## src/rtl/logic_unit_arbiter_if.sv

```systemverilog
`default_nettype none
// ============================================================================
// logic_unit_arbiter_if
// Request/response bundle between NREQ requesters and the shared logic unit.
// Rev 1.0 - initial release
// ============================================================================
interface logic_unit_arbiter_if #(
  parameter int WIDTH = 8,
  parameter int NREQ  = 4
);
  logic [NREQ-1:0]       req_valid;
  logic [NREQ-1:0]       req_ready;
  logic [3*NREQ-1:0]     req_op;
  logic [WIDTH*NREQ-1:0] req_a;
  logic [WIDTH*NREQ-1:0] req_b;
  logic                  rsp_valid;
  logic                  rsp_ready;
  logic [2:0]            rsp_id;
  logic [WIDTH-1:0]      rsp_data;
  logic                  busy;

  // Arbiter side
  modport slave (
    input  req_valid, req_op, req_a, req_b, rsp_ready,
    output req_ready, rsp_valid, rsp_id, rsp_data, busy
  );

  // Requester / consumer side
  modport master (
    output req_valid, req_op, req_a, req_b, rsp_ready,
    input  req_ready, rsp_valid, rsp_id, rsp_data, busy
  );
endinterface
`default_nettype wire

```

## src/rtl/logic_unit_arbiter.sv

```systemverilog
`default_nettype none
// ============================================================================
// logic_unit_arbiter
// Round-robin arbiter sharing one registered bitwise logic unit between NREQ
// requesters; returns each result tagged with the owning requester index.
// Rev 1.0 - initial release
// ============================================================================
module logic_unit_arbiter #(
  parameter int WIDTH = 8,
  parameter int NREQ  = 4
) (
  input  wire logic              clk,
  input  wire logic              rst,
  logic_unit_arbiter_if.slave    bus
);

  localparam int PW = (NREQ > 1) ? $clog2(NREQ) : 1;

  typedef enum logic [1:0] {
    IDLE = 2'd0,
    EXEC = 2'd1,
    RESP = 2'd2
  } state_t;

  state_t            state, state_next;
  logic              grant;
  logic              grant_found;
  logic [PW-1:0]     grant_idx;
  logic [PW-1:0]     cand;
  logic [PW-1:0]     ptr;
  logic [NREQ-1:0]   req_ready_c;

  logic [2:0]        op_q;
  logic [WIDTH-1:0]  a_q;
  logic [WIDTH-1:0]  b_q;
  logic [2:0]        id_q;
  logic [WIDTH-1:0]  rsp_data_q;
  logic [2:0]        rsp_id_q;
  logic              busy_q;

  logic [2:0]        op_arr [NREQ];
  logic [WIDTH-1:0]  a_arr  [NREQ];
  logic [WIDTH-1:0]  b_arr  [NREQ];

  // Split the packed per-requester payload buses into indexable arrays
  for (genvar k = 0; k < NREQ; k++) begin : g_unpack
    assign op_arr[k] = bus.req_op[3*k +: 3];
    assign a_arr[k]  = bus.req_a[WIDTH*k +: WIDTH];
    assign b_arr[k]  = bus.req_b[WIDTH*k +: WIDTH];
  end

  function automatic logic [WIDTH-1:0] logic_fn(
    input logic [2:0]       op,
    input logic [WIDTH-1:0] a,
    input logic [WIDTH-1:0] b
  );
    case (op)
      3'd0:    return ~a;
      3'd1:    return ~b;
      3'd2:    return a & b;
      3'd3:    return a | b;
      3'd4:    return ~(a & b);
      3'd5:    return ~(a | b);
      3'd6:    return a ^ b;
      default: return ~(a ^ b);
    endcase
  endfunction

  // Round-robin search: first valid requester at or after ptr, wrapping
  always_comb begin
    grant_found = 1'b0;
    grant_idx   = '0;
    cand        = '0;
    for (int i = 0; i < NREQ; i++) begin
      cand = PW'((int'(ptr) + i) % NREQ);
      if (!grant_found && bus.req_valid[cand]) begin
        grant_found = 1'b1;
        grant_idx   = cand;
      end
    end
  end

  // State register
  always_ff @(posedge clk or posedge rst) begin
    if (rst) state <= IDLE;
    else     state <= state_next;
  end

  // Next-state logic; a grant is only possible while IDLE
  always_comb begin
    state_next = state;
    grant      = 1'b0;
    case (state)
      IDLE: if (grant_found) begin
              grant      = 1'b1;
              state_next = EXEC;
            end
      EXEC: state_next = RESP;
      RESP: if (bus.rsp_ready) state_next = IDLE;
      default: state_next = IDLE;
    endcase
  end

  // One-hot ready to the winner only
  always_comb begin
    req_ready_c = '0;
    if (grant) req_ready_c[grant_idx] = 1'b1;
  end

  // Capture the winner's payload and advance the priority pointer past it
  always_ff @(posedge clk or posedge rst) begin
    if (rst) begin
      ptr  <= '0;
      op_q <= '0;
      a_q  <= '0;
      b_q  <= '0;
      id_q <= '0;
    end else if (grant) begin
      ptr  <= PW'((int'(grant_idx) + 1) % NREQ);
      op_q <= op_arr[grant_idx];
      a_q  <= a_arr[grant_idx];
      b_q  <= b_arr[grant_idx];
      id_q <= 3'(grant_idx);
    end
  end

  // Execute in EXEC; result and tag then hold untouched through RESP
  always_ff @(posedge clk or posedge rst) begin
    if (rst) begin
      rsp_data_q <= '0;
      rsp_id_q   <= '0;
    end else if (state == EXEC) begin
      rsp_data_q <= logic_fn(op_q, a_q, b_q);
      rsp_id_q   <= id_q;
    end
  end

  // busy is registered from the next state so it is high exactly in EXEC/RESP
  always_ff @(posedge clk or posedge rst) begin
    if (rst) busy_q <= 1'b0;
    else     busy_q <= (state_next != IDLE);
  end

  assign bus.req_ready = req_ready_c;
  assign bus.rsp_valid = (state == RESP);
  assign bus.rsp_id    = rsp_id_q;
  assign bus.rsp_data  = rsp_data_q;
  assign bus.busy      = busy_q;

endmodule
`default_nettype wire

```

## src/flat_wrapper.sv

```systemverilog
// flat-port wrapper written by rule: the top's interface ports become plain ports
module logic_unit_arbiter_flat 
#(
  parameter int WIDTH = 8,
  parameter int NREQ  = 4
)
  (clk, rst, bus_req_valid, bus_req_op, bus_req_a, bus_req_b, bus_rsp_ready, bus_req_ready, bus_rsp_valid, bus_rsp_id, bus_rsp_data, bus_busy);
  logic_unit_arbiter_if #(.WIDTH(WIDTH), .NREQ(NREQ)) bus_i ();
  input  wire logic clk;
  input  wire logic rst;
  input wire logic [$bits(bus_i.req_valid)-1:0] bus_req_valid;
  input wire logic [$bits(bus_i.req_op)-1:0] bus_req_op;
  input wire logic [$bits(bus_i.req_a)-1:0] bus_req_a;
  input wire logic [$bits(bus_i.req_b)-1:0] bus_req_b;
  input wire logic [$bits(bus_i.rsp_ready)-1:0] bus_rsp_ready;
  output wire logic [$bits(bus_i.req_ready)-1:0] bus_req_ready;
  output wire logic [$bits(bus_i.rsp_valid)-1:0] bus_rsp_valid;
  output wire logic [$bits(bus_i.rsp_id)-1:0] bus_rsp_id;
  output wire logic [$bits(bus_i.rsp_data)-1:0] bus_rsp_data;
  output wire logic [$bits(bus_i.busy)-1:0] bus_busy;
  assign bus_i.req_valid = bus_req_valid;
  assign bus_i.req_op = bus_req_op;
  assign bus_i.req_a = bus_req_a;
  assign bus_i.req_b = bus_req_b;
  assign bus_i.rsp_ready = bus_rsp_ready;
  assign bus_req_ready = bus_i.req_ready;
  assign bus_rsp_valid = bus_i.rsp_valid;
  assign bus_rsp_id = bus_i.rsp_id;
  assign bus_rsp_data = bus_i.rsp_data;
  assign bus_busy = bus_i.busy;
  logic_unit_arbiter #(.WIDTH(WIDTH), .NREQ(NREQ)) u_core (.clk(clk), .rst(rst), .bus(bus_i));
endmodule
```

## config.mk

```make
export PLATFORM = sky130hd
export DESIGN_NAME = logic_unit_arbiter_flat
export DESIGN_NICKNAME = d
export VERILOG_FILES = /design/src/rtl/logic_unit_arbiter_if.sv /design/src/rtl/logic_unit_arbiter.sv /design/src/flat_wrapper.sv
export SDC_FILE = /design/constraint.sdc
export NUM_CORES = 1
export LEC_CHECK = 0
export BUFFER_PORTS_ARGS = -buffer_cell sky130_fd_sc_hd__buf_2
export CAP_MARGIN = 15
export CORE_UTILIZATION = 51
export CTS_CLUSTER_DIAMETER = 80
export DETAILED_ROUTE_END_ITERATION = 8
export PLACE_DENSITY = 0.83
export SYNTH_ARGS = -nofsm -noshare
export SYNTH_HDL_FRONTEND = slang
export SYNTH_SLANG_ARGS = --single-unit
```

## constraint.sdc

```tcl
create_clock -name clk -period 2.6 [get_ports clk]
set_clock_uncertainty 0.15 [all_clocks]
set_input_delay 0.52 -clock clk [delete_from_list [all_inputs] [get_ports clk]]
set_output_delay 0.52 -clock clk [all_outputs]
set_load 0.005 [all_outputs]
```

Word-level counts from Yosys, hierarchy flattened. Cells that the tools add are included.

Logic and storage cells: 81. Register bits: 36. Input port bits: 83. Output and inout port bits: 17.

Add/subtract/negate cells: 4. Reductions and logical operators: 10. Bitwise logic cells: 9. Eq/ne operators: 8. Multiplexer cells: 34. Order comparisons: 7.

Operator list (number): one-hot mux 8 bit (7 select lines) (1); inverter 8 bit (5); binary-select mux 8 bit (select 2 bit) (2); two-way mux 8 bit (4); < comparator 2 x 3 -> 1 bit (second input constant) (5); two-way mux 2 bit (6); two-way mux 1 bit (11); equality test 3 bit (second input constant) (3); AND 8 bit (1); binary-select mux 1 bit (select 2 bit) (4); bitwise OR 8 bit (1); XOR 8 bit (1); binary-select mux 3 bit (select 2 bit) (1); equality test 3 x 2 -> 1 bit (second input constant) (2); two-way mux 3 bit (2); one-hot mux 2 bit (3 select lines) (1); adder 2 x 1 -> 2 bit (second input constant) (2); adder 2 bit (second input constant) (2); logical AND 1 bit (4); two-way mux 4 bit (1); equality test 3 x 1 -> 1 bit (second input constant) (1); >= comparator 3 bit (second input constant) (1); logical NOT 1 bit (3); logical NOT 3 bit (1); 7 further kinds (7).

Longest topological paths before layout. Gate-level depths: netlist (run 1).

Depth after elaboration: 17. Gate-level depth with buffers: 9. Depth with buffers taken out: 7.

Worst setup path before layout (run 1). OpenSTA, ideal clock, no wires.

Kind: input port to output port. From: in bus_req_valid[3]. To: out bus_req_ready[1]. Path slack: 0.323 ns. Arrival: 1.607 ns. Buffers on the path: 2. Cell stages on the path: 7. Cells stage by stage: buf_2 > o22a_2 > nand2_1 > buf_2 > inv_1 > ha_1 > and2_1.

Word-level cells in the longest chain between the ends: 17. Elaborated cells on any way between the ends: 30. Classes of those cells: order compare: 2; mux: 21; reduce/logical: 7.

Ends and longest elaborated chain: start: declaration (RTL line flat_wrapper.sv:11) `input wire logic [$bits(bus_i.req_valid)-1:0] bus_req_valid;`; binary-select mux 1 bit (select 2 bit) (RTL line logic_unit_arbiter.sv:76) `if (!grant_found && bus.req_valid[cand]) begin`; two-way mux 1 bit (implied by the code) (RTL line logic_unit_arbiter.sv:76); two-way mux 1 bit (RTL line logic_unit_arbiter.sv:76); logical NOT 1 bit (RTL line logic_unit_arbiter.sv:76); logical AND 1 bit (RTL line logic_unit_arbiter.sv:76); two-way mux 1 bit (RTL line logic_unit_arbiter.sv:76); logical NOT 1 bit (RTL line logic_unit_arbiter.sv:76); logical AND 1 bit (RTL line logic_unit_arbiter.sv:76); [2 not listed]; logical AND 1 bit (RTL line logic_unit_arbiter.sv:76); two-way mux 2 bit (*) (RTL line logic_unit_arbiter.sv:76); net u_core.grant_idx[0] (RTL line logic_unit_arbiter.sv:28) `logic [PW-1:0] grant_idx;`; < comparator 2 x 3 -> 1 bit (implied by the code) / >= comparator 2 x 1 -> 1 bit (equally long branches) (RTL line logic_unit_arbiter.sv:107) `if (grant) req_ready_c[grant_idx] = 1'b1;`; logical AND 1 bit (implied by the code) (RTL line logic_unit_arbiter.sv:107); two-way mux 1 bit (implied by the code) (RTL line logic_unit_arbiter.sv:107); demux 1 bit (select 2 bit) (*); two-way mux 4 bit (*) (RTL line logic_unit_arbiter.sv:107); end: declaration (RTL line flat_wrapper.sv:16) `output wire logic [$bits(bus_i.req_ready)-1:0] bus_req_ready;`.

Mark *: on every way through the listed nets, which the timed path passes. The rest lies on a longest branch. The select of a mux whose other input is x is not followed.

Worst setup path after layout (run 1).
From: reg u_core.ptr[1]. To: out bus_req_ready[3].

Word-level cells in the longest chain between the ends: 17. Elaborated cells on any way between the ends: 33. Classes of those cells: add/sub: 3; order compare: 2; mux: 21; reduce/logical: 7.

Ends and longest elaborated chain: start: declaration (RTL line logic_unit_arbiter.sv:30) `logic [PW-1:0] ptr;`; start signal: assignment (RTL line logic_unit_arbiter.sv:119) `ptr <= PW'((int'(grant_idx) + 1) % NREQ);`; branches (longest 11 deep; another with adder 2 x 1 -> 2 bit); two-way mux 2 bit (*) (RTL line logic_unit_arbiter.sv:76); net u_core.grant_idx[1] (RTL line logic_unit_arbiter.sv:28); < comparator 2 x 3 -> 1 bit (implied by the code) / >= comparator 2 x 1 -> 1 bit (equally long branches) (RTL line logic_unit_arbiter.sv:107); logical AND 1 bit (implied by the code) (RTL line logic_unit_arbiter.sv:107); two-way mux 1 bit (implied by the code) (RTL line logic_unit_arbiter.sv:107); demux 1 bit (select 2 bit) (*); two-way mux 4 bit (*) (RTL line logic_unit_arbiter.sv:107).

Mark *: on every way through the listed nets, which the timed path passes. The select of a mux whose other input is x is not followed.

==> metrics.csv, run 1 <==
stage,metric,value,unit
outcome,status,"complete, no violations",
yosys,async_reset_ff_share,100,%
final_layout,fin_util,64.9,%
global_route,grt_max_degree,37,
detailed_routing,dr.pass1.iters,5,
yosys,yosys_warnings,0,
clock_network,cts-root-buf,clkbuf_8,
worst_setup_path,worstSetupPathType,flop to output pin,
clock_network,cts_tree,done,
yosys,postSynthCellCount,336,
detailed_routing,viasPerCell,5.84,
flow_run,maxCapViolations,0,
clock_network,clock_sinks,36,
timing,period_share,96.0,%
global_route,overflow,0,
clock_network,clock_path_buffers,2,
final_layout,drive_gt1_share,35.0,%
global_route,antenna_found_initial,0,
die,die_w,77.4,um
detailed_routing,wirelength,7.71,mm
detailed_routing,remaining_drc_errors,0,
placed_design,io_buffers,98,
detailed_routing,initialDrtViolationCount,236,
timing,fmax,401,MHz
power_and_ir_drop,vdd_ir_drop_max,0.000587,V
clock_network,clkTransAtPathRegs,0.07,ns
final_layout,nNetsFinal,530,
placed_design,gp_congestion,0.858,
timing,hold_viol,0,
power_and_ir_drop,p_total,4.01,mW
final_layout,final_cell_mix,"98 x buf_2, 42 x o21ai_0, 34 x dfrtp_1",
worst_setup_path,cpMaxStageDelayCell,dfrtp_2,
yosys,synth_nets,439,
final_layout,fin_cells,500,
yosys,synth_area,0.00290,sq mm
worst_setup_path,endpoint_kind,output pin,
worst_setup_path,path_cells,"nand2_1, a311oi_2, or2_2, inv_1, ha_1, and2_1, buf_2",
clock_network,clk_latency,0.29,ns
yosys,yosysUniqueCellTypes,49,
global_route,grt_pass1_vias,2731,
final_layout,syn2layout_area_growth,23.4,%
yosys,synth_edf_count,0,
timing,layout_min_cycle_time,2.50,ns
placed_design,place_inst,489,
timing,setup_viol,0,
yosys,synthFlopType,dfrtp_1,
yosys,yosysSeqAreaShare,31.1,%
detailed_routing,ant_nets,0,
yosys,postSynthAreaPerCell,8.62,sq um
die,io_pins,100,
detailed_routing,via_count,2921,
worst_setup_path,slowest_delay,0.41,ns
global_route,grt_pass1_wl,12.6,mm
worst_setup_path,crit_required,1.93,ns
clock_network,htreeDepth,2,
placed_design,hpwl,5.76,mm
worst_setup_path,critPathTopFamily,simple AND/OR/NAND/NOR gates,
detailed_routing,avgRoutedWirePerCell,15.4,um
timing,rsz0062_at_grt,false,
die,initial_core_util,52.6,%
timing,finalMaxSlewViolations,0,
die,die_h,77.4,um
global_route,gr-usage-all-layers,26.6,%
die,dieArea,0.00598,sq mm
power_and_ir_drop,power.density,1120,mW/mm^2
worst_setup_path,worst-path-buf-inv,2,
die,core.rowCount,27,
die,core_area,0.00551,sq mm
worst_setup_path,crit_arrival,1.83,ns
timing,maxSlewHeadroom,42.9,%
worst_setup_path,cp_max_fo,5,
timing,worstMarginPinSlew,0.856,ns
power_and_ir_drop,p_leak,1.73,nW
final_layout,antenna_cells,0,
clock_network,cts_buffers,5,
yosys,synth-seq-cells,36,
min_path,hp-class,input port to async pin,
final_layout,final_common_cell,buf_2,
worst_setup_path,crit_path_start_kind,flop,
## per-layer routing
layer,global-route usage [%],share of wire [%],vias to the layer above
li1,-,-,1415
met2,45.8,49,114
met1,33.4,43,1378
met4,7.92,2.0,0
met5,0,0,-
met3,5.65,5.3,14
## state kept, by name (all words and copies together), names as in the netlist
name / count
u_core.bus.busy: 1
u_core.b_q: 8
u_core.a_q: 8
u_core.ptr: 2
u_core.op_q: 3
u_core.bus.rsp_data: 8
u_core.id_q: 2
u_core.bus.rsp_id: 2
u_core.state: 2
## power by group
part	total, mW	switching (mW)	internal [mW]
logic	2.41	1.25	1.16
clock network	0.414	0.199	0.215
registers	1.19	0.342	0.845
total	4.01	1.79	2.22
## worst reg2reg max path, cell delays in order, from the launching register on
cell and delay (ns):
dfrtp_1 0.41, or3_1 0.44, nor3_2 0.66, buf_4 0.30, a221o_1 0.16
## cells in the mapped netlist, drive strengths merged (2+ instances only)
cell | count | area [sq um]
ha | 20 | 250
buf | 11 | 67.6
mux2 | 22 | 248
a221o | 19 | 190
or2 | 2 | 12.5
nor4 | 2 | 18.8
o21ai | 43 | 219
o211ai | 7 | 52.6
nor2 | 8 | 30.0
and2 | 4 | 25.0
a21oi | 28 | 144
o31ai | 2 | 15.0
a22oi | 2 | 15.0
nand2 | 24 | 90.1
clkbuf | 17 | 63.8
nor2b | 2 | 12.5
a2bb2oi | 4 | 35.0
a211oi | 4 | 30.0
nand2b | 8 | 50.1
a21o | 5 | 37.5
inv | 23 | 86.3
mux2i | 2 | 20.0
o22ai | 3 | 18.8
dfrtp | 36 | 901
nand3 | 22 | 110
## layout make-up
class / instances / area [sq um]
Inverter: 24 / 90.1
Clock buffer: 7 / 86.3
Multi-Input combinational cell: 248 / 1790
Sequential cell: 36 / 903
Tap cell: 72 / 90.1
Clock inverter: 1 / 7.51
Timing Repair Buffer: 112 / 608
Fill cell: 449 / 1930
## final timing paths
check | depth (start not counted) | startpoint | slack, ns | to
max | 7 | u_core.ptr[1]$_DFFE_PP0P_ | 0.10 | bus_req_ready[3]
min | 3 | rst | 0.18 | u_core.bus.rsp_id[1]$_DFFE_PP0P_
max reg2reg | 4 | u_core.state[1]$_DFF_PP0_ | 0.42 | u_core.op_q[2]$_DFFE_PP0P_
min reg2reg | 2 | u_core.bus.rsp_data[7]$_DFFE_PP0P_ | 0.32 | u_core.bus.rsp_data[7]$_DFFE_PP0P_
max in group asynchronous | 3 | rst | 1.78 | u_core.ptr[0]$_DFFE_PP0P_
min in group clk | 2 | bus_rsp_ready | 0.29 | u_core.state[1]$_DFF_PP0_
## per-stage QoR
step           cell area (sq um)  setup slack [ns]  hold WS [ns]  TNS, ns
3_3_place_gp                3440             0.122         0.305        0
2_1_floorplan               2900             0.323         0.295        0
3_5_place_dp                3440           -0.0307         0.315  -0.0340
4_1_cts                     3540          0.000313         0.186        0
5_1_grt                     3570           0.00213         0.215        0
6_report                    3570             0.103         0.176        0
## what timing repair did
item                                   in CTS  in global routing
buffers inserted                            0                  2
gates resized for setup                     1                  5
pin swaps                                   0                  1
endpoints found under the hold margin       0                  0
hold buffers                                0                  0
setup endpoints to repair                   1                  3
## cells by family (layout without fill, tap and decap cells)
logic type                 count (synthesis)  after routing  share of synthesized area [%]
AOI/OAI and AO/OA                        127            127                           29.6
adders and majority gates                 20             20                           8.64
buffers and inverters                     52            144                           7.65
DFF                                       36             36                           31.1
muxes                                     25             25                           10.0
other                                      1              1                          0.129
and+or+nand+nor                           75             75                           12.9
No activity file was read; power rests on OpenSTA's default activity.
==> inputs of run 2 (changes only) <==
Settings changed: CORE_UTILIZATION 51 to 52, CTS_BUF_LIST from default to sky130_fd_sc_hd__clkbuf_2 sky130_fd_sc_hd__clkbuf_4 sky130_fd_sc_hd__clkbuf_8, PLACE_DENSITY 0.83 to 0.85, REMOVE_ABC_BUFFERS from default to 1.
==> run 2 against run 1 <==
Clock power grew 5.8%. Power grew 1.7%. Hold slack gained 0.0057 ns. Cell area shrank 0.14%. Sequential share of layout area is essentially flat. Die area shrank 1.9%.
==> metrics.csv, run 2 (same netlist as run 1, synthesis figures left out) <==
stage,metric,value,unit,change
outcome,status,"complete, no violations",,unchanged
global_route,gr-usage-all-layers,28.2,%,was 26.6%
timing,rsz0062_at_grt,false,,unchanged
global_route,overflow,0,,unchanged
placed_design,gp_congestion,0.791,,was 0.858
power_and_ir_drop,p_int,2.25,mW,was 2.22 mW
worst_setup_path,path_cells,"nand2_1, a311oi_2, or2_2, inv_1, ha_1, and2_1, buf_2",,unchanged
worst_setup_path,cp-startpoint,u_core.ptr[1]$_DFFE_PP0P_,,unchanged
worst_setup_path,r2r_start,u_core.ptr[1]$_DFFE_PP0P_,,was u_core.state[1]$_DFF_PP0_
final_layout,final_common_cell,buf_2,,unchanged
worst_setup_path,cpMaxStageDelayCell,dfrtp_2,,unchanged
detailed_routing,ant_nets,0,,unchanged
placed_design,hpwl,5.78,mm,was 5.76 mm
worst_setup_path,crit_path_start_kind,flop,,unchanged
min_path,hp-class,input port to async pin,,unchanged
detailed_routing,wirelength,8.02,mm,was 7.71 mm
timing,tns,0,ns,unchanged
detailed_routing,dr.pass1.iters,5,,unchanged
power_and_ir_drop,p_total,4.07,mW,was 4.01 mW
power_and_ir_drop,switching_share,44.7,%,about the same
final_layout,final_cell_mix,"98 x buf_2, 42 x o21ai_0, 35 x dfrtp_1",,"was 98 x buf_2, 42 x o21ai_0, 34 x dfrtp_1"
worst_setup_path,slowest_delay,0.46,ns,was 0.41 ns
worst_setup_path,crit_arrival,1.83,ns,about the same
worst_setup_path,endpoint_kind,output pin,,unchanged
final_layout,final_area,0.00357,sq mm,about the same
timing,layout_min_cycle_time,2.50,ns,about the same
die,initial_core_util,55.3,%,was 52.6%
power_and_ir_drop,power.density,1140,mW/mm^2,was 1120 mW/mm^2
timing,hold_viol,0,,unchanged
die,die_h,76.6,um,was 77.4 um
power_and_ir_drop,p_leak,1.74,nW,was 1.73 nW
clock_network,htreeDepth,2,,unchanged
placed_design,place_area,0.00346,sq mm,was 0.00344 sq mm
detailed_routing,remaining_drc_errors,0,,unchanged
power_and_ir_drop,share_comb_of_total_power,61.7,%,was 60.1%
power_and_ir_drop,p_sw,1.82,mW,was 1.79 mW
clock_network,clkTransAtPathRegs,0.07,ns,about the same
timing,maxSlewHeadroom,42.5,%,was 42.9%
final_layout,drive_gt1_share,35.2,%,was 35.0%
final_layout,fin_util,68.1,%,was 64.9%
die,io_pins,100,,unchanged
clock_network,cts-root-buf,clkbuf_8,,unchanged
clock_network,clock_sinks,36,,unchanged
power_and_ir_drop,clkPwrFrac,10.7,%,was 10.3%
global_route,grt_max_degree,37,,unchanged
global_route,antenna_found_initial,0,,unchanged
detailed_routing,viasPerCell,5.97,,was 5.84
worst_setup_path,endpoint,bus_req_ready[2],,was bus_req_ready[3]
die,core_area,0.00524,sq mm,was 0.00551 sq mm
worst_setup_path,crit_required,1.93,ns,about the same
clock_network,clk_latency,0.29,ns,about the same
power_and_ir_drop,vdd_ir_drop_max,0.000840,V,was 0.000587 V
die,dieArea,0.00587,sq mm,was 0.00598 sq mm
worst_setup_path,r2r_end,u_core.a_q[0]$_DFFE_PP0P_,,was u_core.op_q[2]$_DFFE_PP0P_
global_route,grt_pass1_wl,13.2,mm,was 12.6 mm
clock_network,cts_buffers,5,,unchanged
final_layout,syn2layout_area_growth,23.2,%,was 23.4%
clock_network,clock_path_buffers,2,,unchanged
worst_setup_path,cp_max_fo,5,,unchanged
detailed_routing,avgRoutedWirePerCell,16.1,um,was 15.4 um
flow_run,maxCapViolations,0,,unchanged
timing,period_share,96.2,%,was 96.0%
clock_network,cts_tree,done,,unchanged
global_route,grt_pass1_vias,2787,,was 2731
timing,hold-worst-slack,0.182,ns,was 0.176 ns
die,die_w,76.6,um,was 77.4 um
final_layout,antenna_cells,0,,unchanged
final_layout,fillCellCount,445,,was 449
detailed_routing,initialDrtViolationCount,228,,was 236
worst_setup_path,reg2reg_depth,6,,was 4
timing,fmax,400,MHz,was 401 MHz
detailed_routing,via_count,2981,,was 2921
die,core.rowCount,26,,was 27
timing,setup_viol,0,,unchanged
timing,finalMaxSlewViolations,0,,unchanged
placed_design,io_buffers,98,,unchanged
timing,worstMarginPinSlew,0.862,ns,was 0.856 ns
final_layout,nNetsFinal,531,,was 530
worst_setup_path,worstSetupPathType,flop to output pin,,unchanged
worst_setup_path,ff2ff_setup_slack,0.35,ns,was 0.42 ns
power_and_ir_drop,seqPwrFrac,27.6,%,was 29.6%
[run 2: changes by cell type in the layout (fill, tap and decap cells not counted)]
| cell | change |
|---|---|
| clkbuf_4 | +2 |
| dfrtp_1 | +1 |
| buf_4 | +2 |
| nand2_2 | +1 |
| buf_12 | -1 |
| nor2b_2 | -1 |
| clkbuf_1 | -1 |
| nand2b_4 | +1 |
| clkinvlp_4 | -1 |
| nor2b_1 | +1 |
| nand2_4 | -1 |
| nand2b_1 | -1 |
| dfrtp_2 | -1 |
[run 2: area by class of cell]
cell class	count	area, sq um	area share (%)
repair buffers	113	603	16.9
clock buffers	8	97.6	2.73
inverters	24	90.1	2.52
flip-flops and latches	36	902	25.3
multi-input cells	248	1790	50.1
well taps	70	87.6	2.45
[run 2: timing repair]
item | CTS | global route
hold buffers | 0 | 0
resized for setup | 0 | 4
setup buffers | 0 | 0
endpoints found under the setup margin | 0 | 4
[run 2: worst min-delay path by stage]
| stage | from | endpoint | slack, ns | cells after the start |
|---|---|---|---|---|
| 5_1_grt | rst | u_core.bus.rsp_id[0]$_DFFE_PP0P_ | 0.24 | 3 |
| 3_5_place_dp | u_core.bus.rsp_data[2]$_DFFE_PP0P_ | u_core.bus.rsp_data[2]$_DFFE_PP0P_ | 0.31 | 2 |
| 3_3_place_gp | u_core.id_q[1]$_DFFE_PP0P_ | u_core.id_q[1]$_DFFE_PP0P_ | 0.31 | 1 |
| 6_report | rst | u_core.a_q[6]$_DFFE_PP0P_ | 0.18 | 3 |
| 4_1_cts | rst | u_core.bus.rsp_id[0]$_DFFE_PP0P_ | 0.20 | 3 |
| 2_1_floorplan | u_core.id_q[0]$_DFFE_PP0P_ | u_core.id_q[0]$_DFFE_PP0P_ | 0.29 | 2 |
[run 2: power groups by stage]
| stage | Combinational (mW) | Sequential (mW) | Clock (mW) |
|---|---|---|---|
| 5_1_grt | 2.79 | 1.17 | 0.466 |
| 4_1_cts | 2.48 | 1.11 | 0.441 |
| 3_5_place_dp | 2.47 | 1.11 | 0 |
| 2_1_floorplan | 1.64 | 1.12 | 0 |
| 3_3_place_gp | 2.34 | 1.11 | 0 |
| 6_report | 2.51 | 1.12 | 0.438 |
[run 2: critical path, delay by kind of cell, from the launching register on]
kind | cells | cell delay, ns
compound gates | 1 | 0.11
fa+ha+maj | 1 | 0.15
buf+inv | 2 | 0.22
flops | 1 | 0.46
simple gates | 3 | 0.60
[run 2: metal layers]
layer / track usage, % / wire [um]
met1: 34.6 / 3400
met4: 9.42 / 116
met2: 49.1 / 3900
met5: 0 / 0
met3: 5.75 / 594
[run 2: through the flow]
stage | std cells | worst slack [ns]
after CTS | 499 | 0.0322
final | 499 | 0.100
after global routing | 499 | 0.00954
after floorplan | 308 | -0.112
after detailed placement | 491 | 0.189
after global placement | 491 | 0.239
